<file path="src/rtl/mem_loader_if.sv">
// Loader bus: UART byte input, load control/status and the memory write port.
interface mem_loader_if #(
  parameter int B = 16,
  parameter int W = 11
);
  logic         start;
  logic [7:0]   rx_data;
  logic         rx_done;
  logic         wr_en;
  logic         rd_en;
  logic [W-1:0] addr;
  logic [B-1:0] w_data;
  logic         busy;
  logic         done;
  logic         err;

  modport master (
    input  start, rx_data, rx_done,
    output wr_en, rd_en, addr, w_data, busy, done, err
  );

  modport slave (
    output start, rx_data, rx_done,
    input  wr_en, rd_en, addr, w_data, busy, done, err
  );
endinterface

</file>
<file path="src/rtl/mem_loader.sv">
// Byte-stream memory loader: 16-bit big-endian word-count header, then
// big-endian words written sequentially from address 0.
module mem_loader #(
  parameter int B = 16,
  parameter int W = 11
) (
  input  logic          clk,
  input  logic          reset,
  mem_loader_if.master  bus
);
  typedef enum logic [2:0] {IDLE, CNT_HI, CNT_LO, DAT_HI, DAT_LO, DONE} state_t;

  localparam logic [16:0] CAP = 17'(1) << W;

  state_t       state, state_nx;
  logic [7:0]   cnt_hi_q, dat_hi_q;
  logic [W-1:0] idx_q, last_q;
  logic [15:0]  count;
  logic         take_start, cnt_over, wr_word;

  assign count = {cnt_hi_q, bus.rx_data};

  always_comb begin
    state_nx   = state;
    take_start = 1'b0;
    cnt_over   = 1'b0;
    wr_word    = 1'b0;
    case (state)
      IDLE:   if (bus.start) begin
                state_nx   = CNT_HI;
                take_start = 1'b1;
              end
      CNT_HI: if (bus.rx_done) state_nx = CNT_LO;
      CNT_LO: if (bus.rx_done) begin
                if (count == 16'd0)
                  state_nx = DONE;
                else if ({1'b0, count} > CAP) begin
                  state_nx = IDLE;
                  cnt_over = 1'b1;
                end else
                  state_nx = DAT_HI;
              end
      DAT_HI: if (bus.rx_done) state_nx = DAT_LO;
      DAT_LO: if (bus.rx_done) begin
                wr_word  = 1'b1;
                state_nx = (idx_q == last_q) ? DONE : DAT_HI;
              end
      DONE:   state_nx = IDLE;
      default: state_nx = IDLE;
    endcase
  end

  always_ff @(posedge clk or posedge reset) begin
    if (reset) state <= IDLE;
    else       state <= state_nx;
  end

  always_ff @(posedge clk or posedge reset) begin
    if (reset) begin
      bus.wr_en  <= 1'b0;
      bus.rd_en  <= 1'b1;
      bus.addr   <= '0;
      bus.w_data <= '0;
      bus.err    <= 1'b0;
      cnt_hi_q   <= '0;
      dat_hi_q   <= '0;
      idx_q      <= '0;
      last_q     <= '0;
    end else begin
      bus.wr_en <= wr_word;
      bus.rd_en <= (state_nx == IDLE);
      if (take_start) begin
        bus.err  <= 1'b0;
        bus.addr <= '0;
        idx_q    <= '0;
      end
      if (cnt_over) bus.err <= 1'b1;
      if (state == CNT_HI && bus.rx_done) cnt_hi_q <= bus.rx_data;
      // count==2**W truncates to all-ones, i.e. the last valid index
      if (state == CNT_LO && bus.rx_done) last_q <= W'(count - 16'd1);
      if (state == DAT_HI && bus.rx_done) dat_hi_q <= bus.rx_data;
      if (wr_word) begin
        bus.w_data <= {dat_hi_q, bus.rx_data};
        bus.addr   <= idx_q;
        idx_q      <= idx_q + 1'b1;
      end
    end
  end

  assign bus.busy = (state != IDLE);
  assign bus.done = (state == DONE);
endmodule

</file>
<file path="src/flat_wrapper.sv">
// flat-port wrapper written by rule: the top's interface ports become plain ports
module mem_loader_flat 
#(
  parameter int B = 16,
  parameter int W = 11
)
  (clk, reset, bus_start, bus_rx_data, bus_rx_done, bus_wr_en, bus_rd_en, bus_addr, bus_w_data, bus_busy, bus_done, bus_err);
  mem_loader_if #(.B(B), .W(W)) bus_i ();
  input  logic clk;
  input  logic reset;
  input wire logic [$bits(bus_i.start)-1:0] bus_start;
  input wire logic [$bits(bus_i.rx_data)-1:0] bus_rx_data;
  input wire logic [$bits(bus_i.rx_done)-1:0] bus_rx_done;
  output wire logic [$bits(bus_i.wr_en)-1:0] bus_wr_en;
  output wire logic [$bits(bus_i.rd_en)-1:0] bus_rd_en;
  output wire logic [$bits(bus_i.addr)-1:0] bus_addr;
  output wire logic [$bits(bus_i.w_data)-1:0] bus_w_data;
  output wire logic [$bits(bus_i.busy)-1:0] bus_busy;
  output wire logic [$bits(bus_i.done)-1:0] bus_done;
  output wire logic [$bits(bus_i.err)-1:0] bus_err;
  assign bus_i.start = bus_start;
  assign bus_i.rx_data = bus_rx_data;
  assign bus_i.rx_done = bus_rx_done;
  assign bus_wr_en = bus_i.wr_en;
  assign bus_rd_en = bus_i.rd_en;
  assign bus_addr = bus_i.addr;
  assign bus_w_data = bus_i.w_data;
  assign bus_busy = bus_i.busy;
  assign bus_done = bus_i.done;
  assign bus_err = bus_i.err;
  mem_loader #(.B(B), .W(W)) u_core (.clk(clk), .reset(reset), .bus(bus_i));
endmodule
</file>
<file path="config.mk">
export PLATFORM = sky130hd
export DESIGN_NAME = mem_loader_flat
export DESIGN_NICKNAME = d
export VERILOG_FILES = /design/src/rtl/mem_loader_if.sv /design/src/rtl/mem_loader.sv /design/src/flat_wrapper.sv
export SDC_FILE = /design/constraint.sdc
export NUM_CORES = 1
export LEC_CHECK = 0
export ABC_CLOCK_PERIOD_IN_PS = 3500
export BUFFER_PORTS_ARGS = -buffer_cell sky130_fd_sc_hd__buf_2
export CAP_MARGIN = 20
export CORE_ASPECT_RATIO = 0.8
export CORE_MARGIN = 4
export CORE_UTILIZATION = 45
export CTS_CLUSTER_SIZE = 8
export DETAILED_ROUTE_END_ITERATION = 12
export GPL_TIMING_DRIVEN = 0
export MAX_ROUTING_LAYER = met4
export PLACE_DENSITY = 0.63
export SYNTH_ARGS = -nofsm -noshare
export SYNTH_HDL_FRONTEND = slang
export SYNTH_SLANG_ARGS = --single-unit
</file>
<file path="constraint.sdc">
create_clock -name clk -period 3.5 [get_ports clk]
set_clock_uncertainty 0.1 [all_clocks]
set_input_delay 0.175 -clock clk [delete_from_list [all_inputs] [get_ports clk]]
set_output_delay 0.175 -clock clk [all_outputs]
set_load 0.1 [all_outputs]
</file>
==> impl_results.md, run 1 <==
* Tmin final at just under 2 ns
* Tightest Pin Transition at 0.860 ns
* Clock Power Share at around 17%
* Mapped Avg Cell Area at 9.94 um2
* Worst-path cell chain: dlygate4sd3_1 -> buf_2 -> inv_1 -> ha_1 -> nor3b_1 -> nand3_1 -> xor2_1 -> o21ai_1
* Combinational Power Share at 45.5%
* Clk sinks at 71
* Yosys warning count at 0
* Critical path startpoint category: input port
* Detailed Route Iter0 Violations at 113
* # diodes at 0
* Grt total ovfl at 0
* CP arrival at about 2.1 ns
* Worst min path class: input port to flop
* Reg clk slew, reported paths at 0.08 ns
* Post-synthesis xor/xnor area fraction at roughly 5.6%
* Critical-path top delay cell: dlygate4sd3_1
* Main synth FF type: dfrtp_1
* Sw Share at ~49%
* Initial antenna violation count at 0
* CTS Hold Bufs at 3
* Core Util, Final at a little over half
* Multiplexer share of the synthesized area at between 5 and 6%
* Final setup TNS at 0 ns
* Main combinational cell family by area after synthesis: simple AND/OR/NAND/NOR gates
* Avg Vias per Cell at 5.25
* Total track usage at 18.7%
* First-pass GRT wire length at 12.2 mm
* Worst setup path class: input port to flop
* Die H at roughly 84 um
* Seq cells post-synth at a little over 70
* CTS tree: done
* CTS max path bufs at 2
* Final Setup Violations at 0
* Number of library cell types mapped by synthesis at 49
* Seq/Total Area, Yosys at 54.2%
* CTS Buf Count at 9
* Post-synth EDFFs at 0
* Synthesized Nets at 345
* Die W at 103 um
* Power per cell area at 888 nW/um2
* Slew Limit Fails at 0
* Switching power at 0.00165 W
* CTS root buf: clkbuf_8
* Post-CTS setup buffer count at 0
* Initial core utilization at 46.9%
* Number of buffers added on ports at 41
* WP data required at 3.63 ns
* Placeable Area at 6990 um2
* Area growth from synthesis to layout at 15.9%
* Final RePlAce weighted congestion at between 0.7 and 0.8
* Maximum vdd drop at 0.614 mV
* Max cap viols at 0
* Outcome: complete, no violations
* Hpwl dp at approximately 5.0 mm
* Mapped Cells at between 300 and 400
* Worst-path maximum fanout at 5
* Highest clock rate at 0.507 GHz
* Unrepaired setup endpoints after global routing: no
* Sequential share of power at 37.1%
* Post-DRT Antenna Nets at 0
* Fin. Hold Viols at 0
* Row count at 27
* Synth Area in Adders at 1.14%
* Post-CTS sizing at 0
* Slowest Stage Delay on Critical Path at 0.53 ns
* Number of global-route vias before repair at 2421
* Routed WL per cell at 15.2 um
* Residual DRC count at 0
* Mapped Area at ~3300 um2
* Simple-Gate Fraction of Synth Area at 23.5%
* H-tree levels at 3
* Final nets at 400
* # IOs at between 40 and 50
* Share of layout cells above drive strength 1 at 22.6%
* Synth Area in Compound Gates at roughly 7.1%
* Clk_lat worst skew at 0.35 ns
* Die area at around 8700 um2
* Via Count at 2505
* LEAKAGE at 1.84 nW
* Total Wirelength at 7.25 mm
* Ys async rst share at 100%
* Critical path capture point type: flop
* Largest net degree at the start of global routing at 72
* Int Pwr at 0.00173 W
* Tcrit/Tclk final at 56.3%
* Relative slew margins at a little over two fifths
* DR pass1 iterations at 4
==> cell usage after synthesis, types with 3 or more instances <==
cell type	number	area, um2
o21ai_1	24	120
clkbuf_1	6	22.5
o31ai_1	3	22.5
nand3b_1	3	22.5
nand2_1	96	360
nor3_1	3	15.0
xor2_1	5	43.8
ha_1	3	37.5
o21ai_0	7	35.0
nand3_1	20	100
mux2_2	10	113
xnor2_1	16	140
dfrtp_1	70	1750
nand4_1	3	18.8
mux2_1	4	45.0
inv_1	3	11.3
nor2_1	9	33.8
nor2b_1	3	18.8
buf_1	3	11.3
buf_2	7	35.0
==> cell usage in the layout, fill, tap and decap left out, types with 2 or more instances in the layout <==
master          n
buf_1           3
buf_2          48
clkbuf_1        7
clkbuf_8       10
clkinv_4        4
dfrtp_1        70
dlygate4sd3_1   3
ha_1            3
inv_1           2
inv_4           2
mux2_1          4
mux2_2         10
nand2_1        96
nand3_1        20
nand3b_1        3
nand4_1         3
nor2_1          9
nor2b_1         3
nor3_1          3
nor4_1          2
nor4_2          2
o21ai_0         7
o21ai_1        24
o31ai_1         3
or3_1           2
xnor2_1        16
xor2_1          5
==> worst max-delay path, delay by kind of cell <==
family,cells,cell delay (ns)
AO/OA/AOI/OAI,1,0.07
AND/OR/NAND/NOR,2,0.68
adder cells (fa/ha/maj),1,0.19
buffers and inverters,3,0.81
XOR/XNOR,1,0.17
==> layer usage <==
layer  track usage [%]  up-vias  wire length [um]
met3              5.98        6               354
met4              4.59        0                73
met2              26.2       64              3110
met5                 -        -                 0
li1                  -     1217                 -
met1              26.4     1218              3710
==> flip-flops by register name, summed over array words and instances, names as in the netlist <==
signal / flops
u_core.idx_q: 11
u_core.last_q: 11
u_core.state: 3
u_core.dat_hi_q: 8
u_core.bus.err: 1
u_core.bus.wr_en: 1
u_core.bus.rd_en: 1
u_core.bus.addr: 11
u_core.cnt_hi_q: 8
u_core.bus.w_data: 16
==> worst paths after layout <==
kind                       slack, ns              endpoint            startpoint  cells past startpoint
min                             0.02    u_core.cnt_hi_q[1]        bus_rx_data[1]                      2
min reg2reg                     0.37  u_core.bus.w_data[8]  u_core.bus.w_data[8]                      2
max in group asynchronous       2.29      u_core.last_q[0]                 reset                      3
max reg2reg                     1.68       u_core.idx_q[3]       u_core.state[0]                      6
max                             1.53     u_core.last_q[10]        bus_rx_data[0]                      8
min in group asynchronous       0.44    u_core.bus.addr[4]                 reset                      3
==> power by group through the flow <==
| stage | clock network, W | logic, W | registers [W] |
|---|---|---|---|
| global route | 0.000643 | 0.00164 | 0.00129 |
| detailed placement | 0 | 0.00154 | 0.00127 |
| finish | 0.000586 | 0.00154 | 0.00125 |
| CTS | 0.000600 | 0.00155 | 0.00125 |
| global placement | 0 | 0.00152 | 0.00126 |
| floorplan | 0 | 0.000611 | 0.00192 |
==> layout make-up <==
class                           instances  area, um2
Timing Repair Buffer                   44        235
Tap cell                               87        109
Clock inverter                          6       47.5
Multi-Input combinational cell        237       1390
Fill cell                             651       3190
Clock buffer                           10        128
Inverter                                4       20.0
Buffer                                 18       93.8
Sequential cell                        71       1780
==> through the flow <==
step	instances	hold WS (ns)	instance area, um2	total power (W)	worst slack, ns
CTS	477	0.00115	3800	0.00340	1.51
global placement	458	0.347	3590	0.00278	0.579
floorplan	330	0.170	3280	0.00253	1.43
finish	477	0.0180	3800	0.00338	1.53
detailed placement	458	0.317	3600	0.00281	1.69
global route	477	0.00153	3800	0.00357	1.26
==> logic make-up (layout without fill, tap and decap cells) <==
group,after synthesis,after routing
AOI/OAI and AO/OA,41,41
xor gates and xnor gates,21,21
adders and majority gates,3,3
buffers and inverters,22,82
DFF,71,71
muxes,15,15
and+or+nand+nor,157,157
No activity file was read; power rests on OpenSTA's default activity.
==> run 2, diff against run 1 <==
--- a/config.mk
+++ b/config.mk
@@ -5,7 +5,7 @@
 export SDC_FILE = /design/constraint.sdc
 export NUM_CORES = 1
 export LEC_CHECK = 0
-export ABC_CLOCK_PERIOD_IN_PS = 3500
+export ABC_CLOCK_PERIOD_IN_PS = 1800
 export BUFFER_PORTS_ARGS = -buffer_cell sky130_fd_sc_hd__buf_2
 export CAP_MARGIN = 20
 export CORE_ASPECT_RATIO = 0.8
@@ -15,7 +15,7 @@
 export DETAILED_ROUTE_END_ITERATION = 12
 export GPL_TIMING_DRIVEN = 0
 export MAX_ROUTING_LAYER = met4
-export PLACE_DENSITY = 0.63
+export PLACE_DENSITY = 0.65
 export SYNTH_ARGS = -nofsm -noshare
 export SYNTH_HDL_FRONTEND = slang
 export SYNTH_SLANG_ARGS = --single-unit
==> constraint.sdc (replaced) <==
create_clock -name clk -period 1.8 [get_ports clk]
set_clock_uncertainty 0.1 [all_clocks]
set_input_delay 0.09 -clock clk [delete_from_list [all_inputs] [get_ports clk]]
set_output_delay 0.09 -clock clk [all_outputs]
set_load 0.1 [all_outputs]
==> run 2 against run 1 <==
Design area increased by 4.9%. First-iteration DRC count increased by 27%. Via count increased by 1.9%. Wire length increased by 3.1%. Count of clock-buffer cells in the layout increased by 1. Flip-flop and latch count unchanged. Critical path type is now flop to flop. Critical endpoint is now u_core.bus.rd_en.
==> impl_results.md, run 2 (synthesis gave the netlist of run 1 again) <==
* DR pass1 iterations at 5 (+1)
* Detailed Route Iter0 Violations at 144 (+27%)
* Tmin final at between 1.5 and 2 ns
* Largest net degree at the start of global routing at 44 (-39%)
* Hpwl dp at 5.21 mm (+4.5%)
* Share of layout cells above drive strength 1 at 26.3% (+3.7 points)
* Core Util, Final at 57.0% (+2.6 points)
* Die H at 84.4 um (unchanged)
* First-pass GRT wire length at 12.5 mm (+2.6%)
* Outcome: complete, no violations
* Avg Vias per Cell at 5.21 (-0.79%)
* Final setup TNS at 0 ns (unchanged)
* Grt total ovfl at 0 (unchanged)
* Initial core utilization at 46.9% (unchanged)
* Placeable Area at 6990 um2 (unchanged)
* CTS tree: done
* Final Setup Violations at 0 (unchanged)
* Largest register by flop count: u_core.bus.w_data
* Tcrit/Tclk final at a little over nine tenths
* H-tree levels at 3 (unchanged)
* Max cap viols at 0 (unchanged)
* Worst min path class: input port to flop
* CTS max path bufs at 2 (unchanged)
* Final RePlAce weighted congestion at 0.796 (+2.4%)
* LEAKAGE at 1.94 nW (+5.5%)
* Layout filler cell count at 637 (-2.2%)
* Power per cell area at 1670 nW/um2 (+89%)
* Via Count at 2553 (+1.9%)
* Total track usage at 19.1% (+0.40 points)
* Clk_lat worst skew at 0.34 ns (about the same)
* Number of buffers added on ports at 41 (unchanged)
* Die area at 8730 um2 (unchanged)
* Clk sinks at 71 (unchanged)
* CTS root buf: clkbuf_8
* Largest register FFs at 16 (unchanged)
* # IOs at 44 (unchanged)
* Reg clk slew, reported paths at 0.08 ns (about the same)
* Most frequent cells in the layout: nand2_1 (96), dfrtp_1 (70), buf_2 (48)
* Critical path startpoint category: flop
* Area growth from synthesis to layout at 21.5%
* Post-place setup slack at 0.0107 ns (-1.68 ns)
* Maximum vdd drop at 1.38 mV (+130%)
* Die W at 103 um (unchanged)
* Tightest Pin Transition at 0.659 ns (-0.201 ns)
* Routed WL per cell at 15.3 um (+0.40%)
* Worst-path maximum fanout at 3 (-2)
* Number of global-route vias before repair at 2489 (+2.8%)
* Highest clock rate at 0.582 GHz
* WP data required at 1.97 ns (-1.66 ns)
* Sequential cell area at 1780 um2 (unchanged)
* Initial antenna violation count at 0 (unchanged)
* Post-DRT Antenna Nets at 0 (unchanged)
* Critical path capture point type: flop
* CTS Buf Count at 9 (unchanged)
* Total Wirelength at 7.47 mm (+3.1%)
* Power Total at 0.00668 W (+98%)
* Commonest non-fill, non-tap cell in the layout: nand2_1
* Fin. Hold Viols at 0 (unchanged)
* Relative slew margins at 56.0% (+13 points)
* Final worst setup slack at 0.0813 ns (-1.45 ns)
* # diodes at 0 (unchanged)
* Worst setup path class: flop to flop
* Row count at 27 (unchanged)
* Final nets at 413 (+3.3%)
* Residual DRC count at 0 (unchanged)
* Multi-input gate area at 1440 um2 (+3.1%)
* CP arrival at 1.89 ns (-0.21 ns)
* Slew Limit Fails at 0 (unchanged)
[run 2: cell types whose count changed in the layout (fill, tap and decap cells not counted), sizes merged]
cell	delta
clkbuf	+3
clkinvlp	+3
clkinv	-3
buf	+5
inv	-1
dlygate4sd3	+6
[run 2: layout make-up]
type                            instances  share of cell area, %
Buffer                                 18                   2.51
Clock buffer                           11                   3.80
Clock inverter                          5                  0.816
Inverter                                4                  0.533
Multi-Input combinational cell        237                   36.0
Sequential cell                        71                   44.6
Tap cell                               87                   2.73
Timing Repair Buffer                   57                   9.04
[run 2: path summary, 6_finish.rpt]
kind | start | endpoint | slack (ns) | cells past startpoint
max in group asynchronous | reset | u_core.last_q[5] | 0.70 | 4
min in group asynchronous | reset | u_core.idx_q[2] | 0.28 | 3
setup / recovery | u_core.cnt_hi_q[7] | u_core.bus.rd_en | 0.08 | 4
hold reg to reg | u_core.dat_hi_q[4] | u_core.bus.w_data[12] | 0.38 | 2
setup reg to reg | u_core.cnt_hi_q[7] | u_core.bus.rd_en | 0.08 | 4
hold / removal | bus_rx_data[1] | u_core.bus.w_data[1] | 0.02 | 3
[run 2: layer usage]
metal	vias to the layer above	wire length (um)	part of all wire, %	track usage [%]
met3	6	355	4.8	5.23
met1	1225	3740	50	27.6
met5	-	0	0	-
li1	1249	-	-	-
met4	0	36	0.48	3.53
met2	73	3340	45	27.3
[run 2: metrics by stage]
stage / cell area, um2 / std cells / hold slack [ns]
3_3_place_gp: 3600 / 458 / 0.267
6_report: 3990 / 490 / 0.0201
2_1_floorplan: 3280 / 330 / 0.0847
3_5_place_dp: 3620 / 459 / 0.110
5_1_grt: 3990 / 490 / 0.0490
4_1_cts: 3890 / 484 / 0.00996
[run 2: timing repair]
action | CTS | global route
buffers inserted | 0 | 6
resized for setup | 0 | 15
hold endpoints to repair | 40 | 0
hold buffers | 9 | 0
endpoints found under the setup margin | 0 | 36
[run 2: worst max-delay path, stage by stage, from the launching register on]
cell	delay (ns)
dfrtp_1	0.38
or4_4	0.56
or3_1	0.35
o211ai_2	0.19
nor3_1	0.07
[run 2: where the power goes]
group          internal, W  switching, W
clock             0.000570      0.000596
combinational     0.000807       0.00227
sequential         0.00211      0.000324
total              0.00349       0.00319
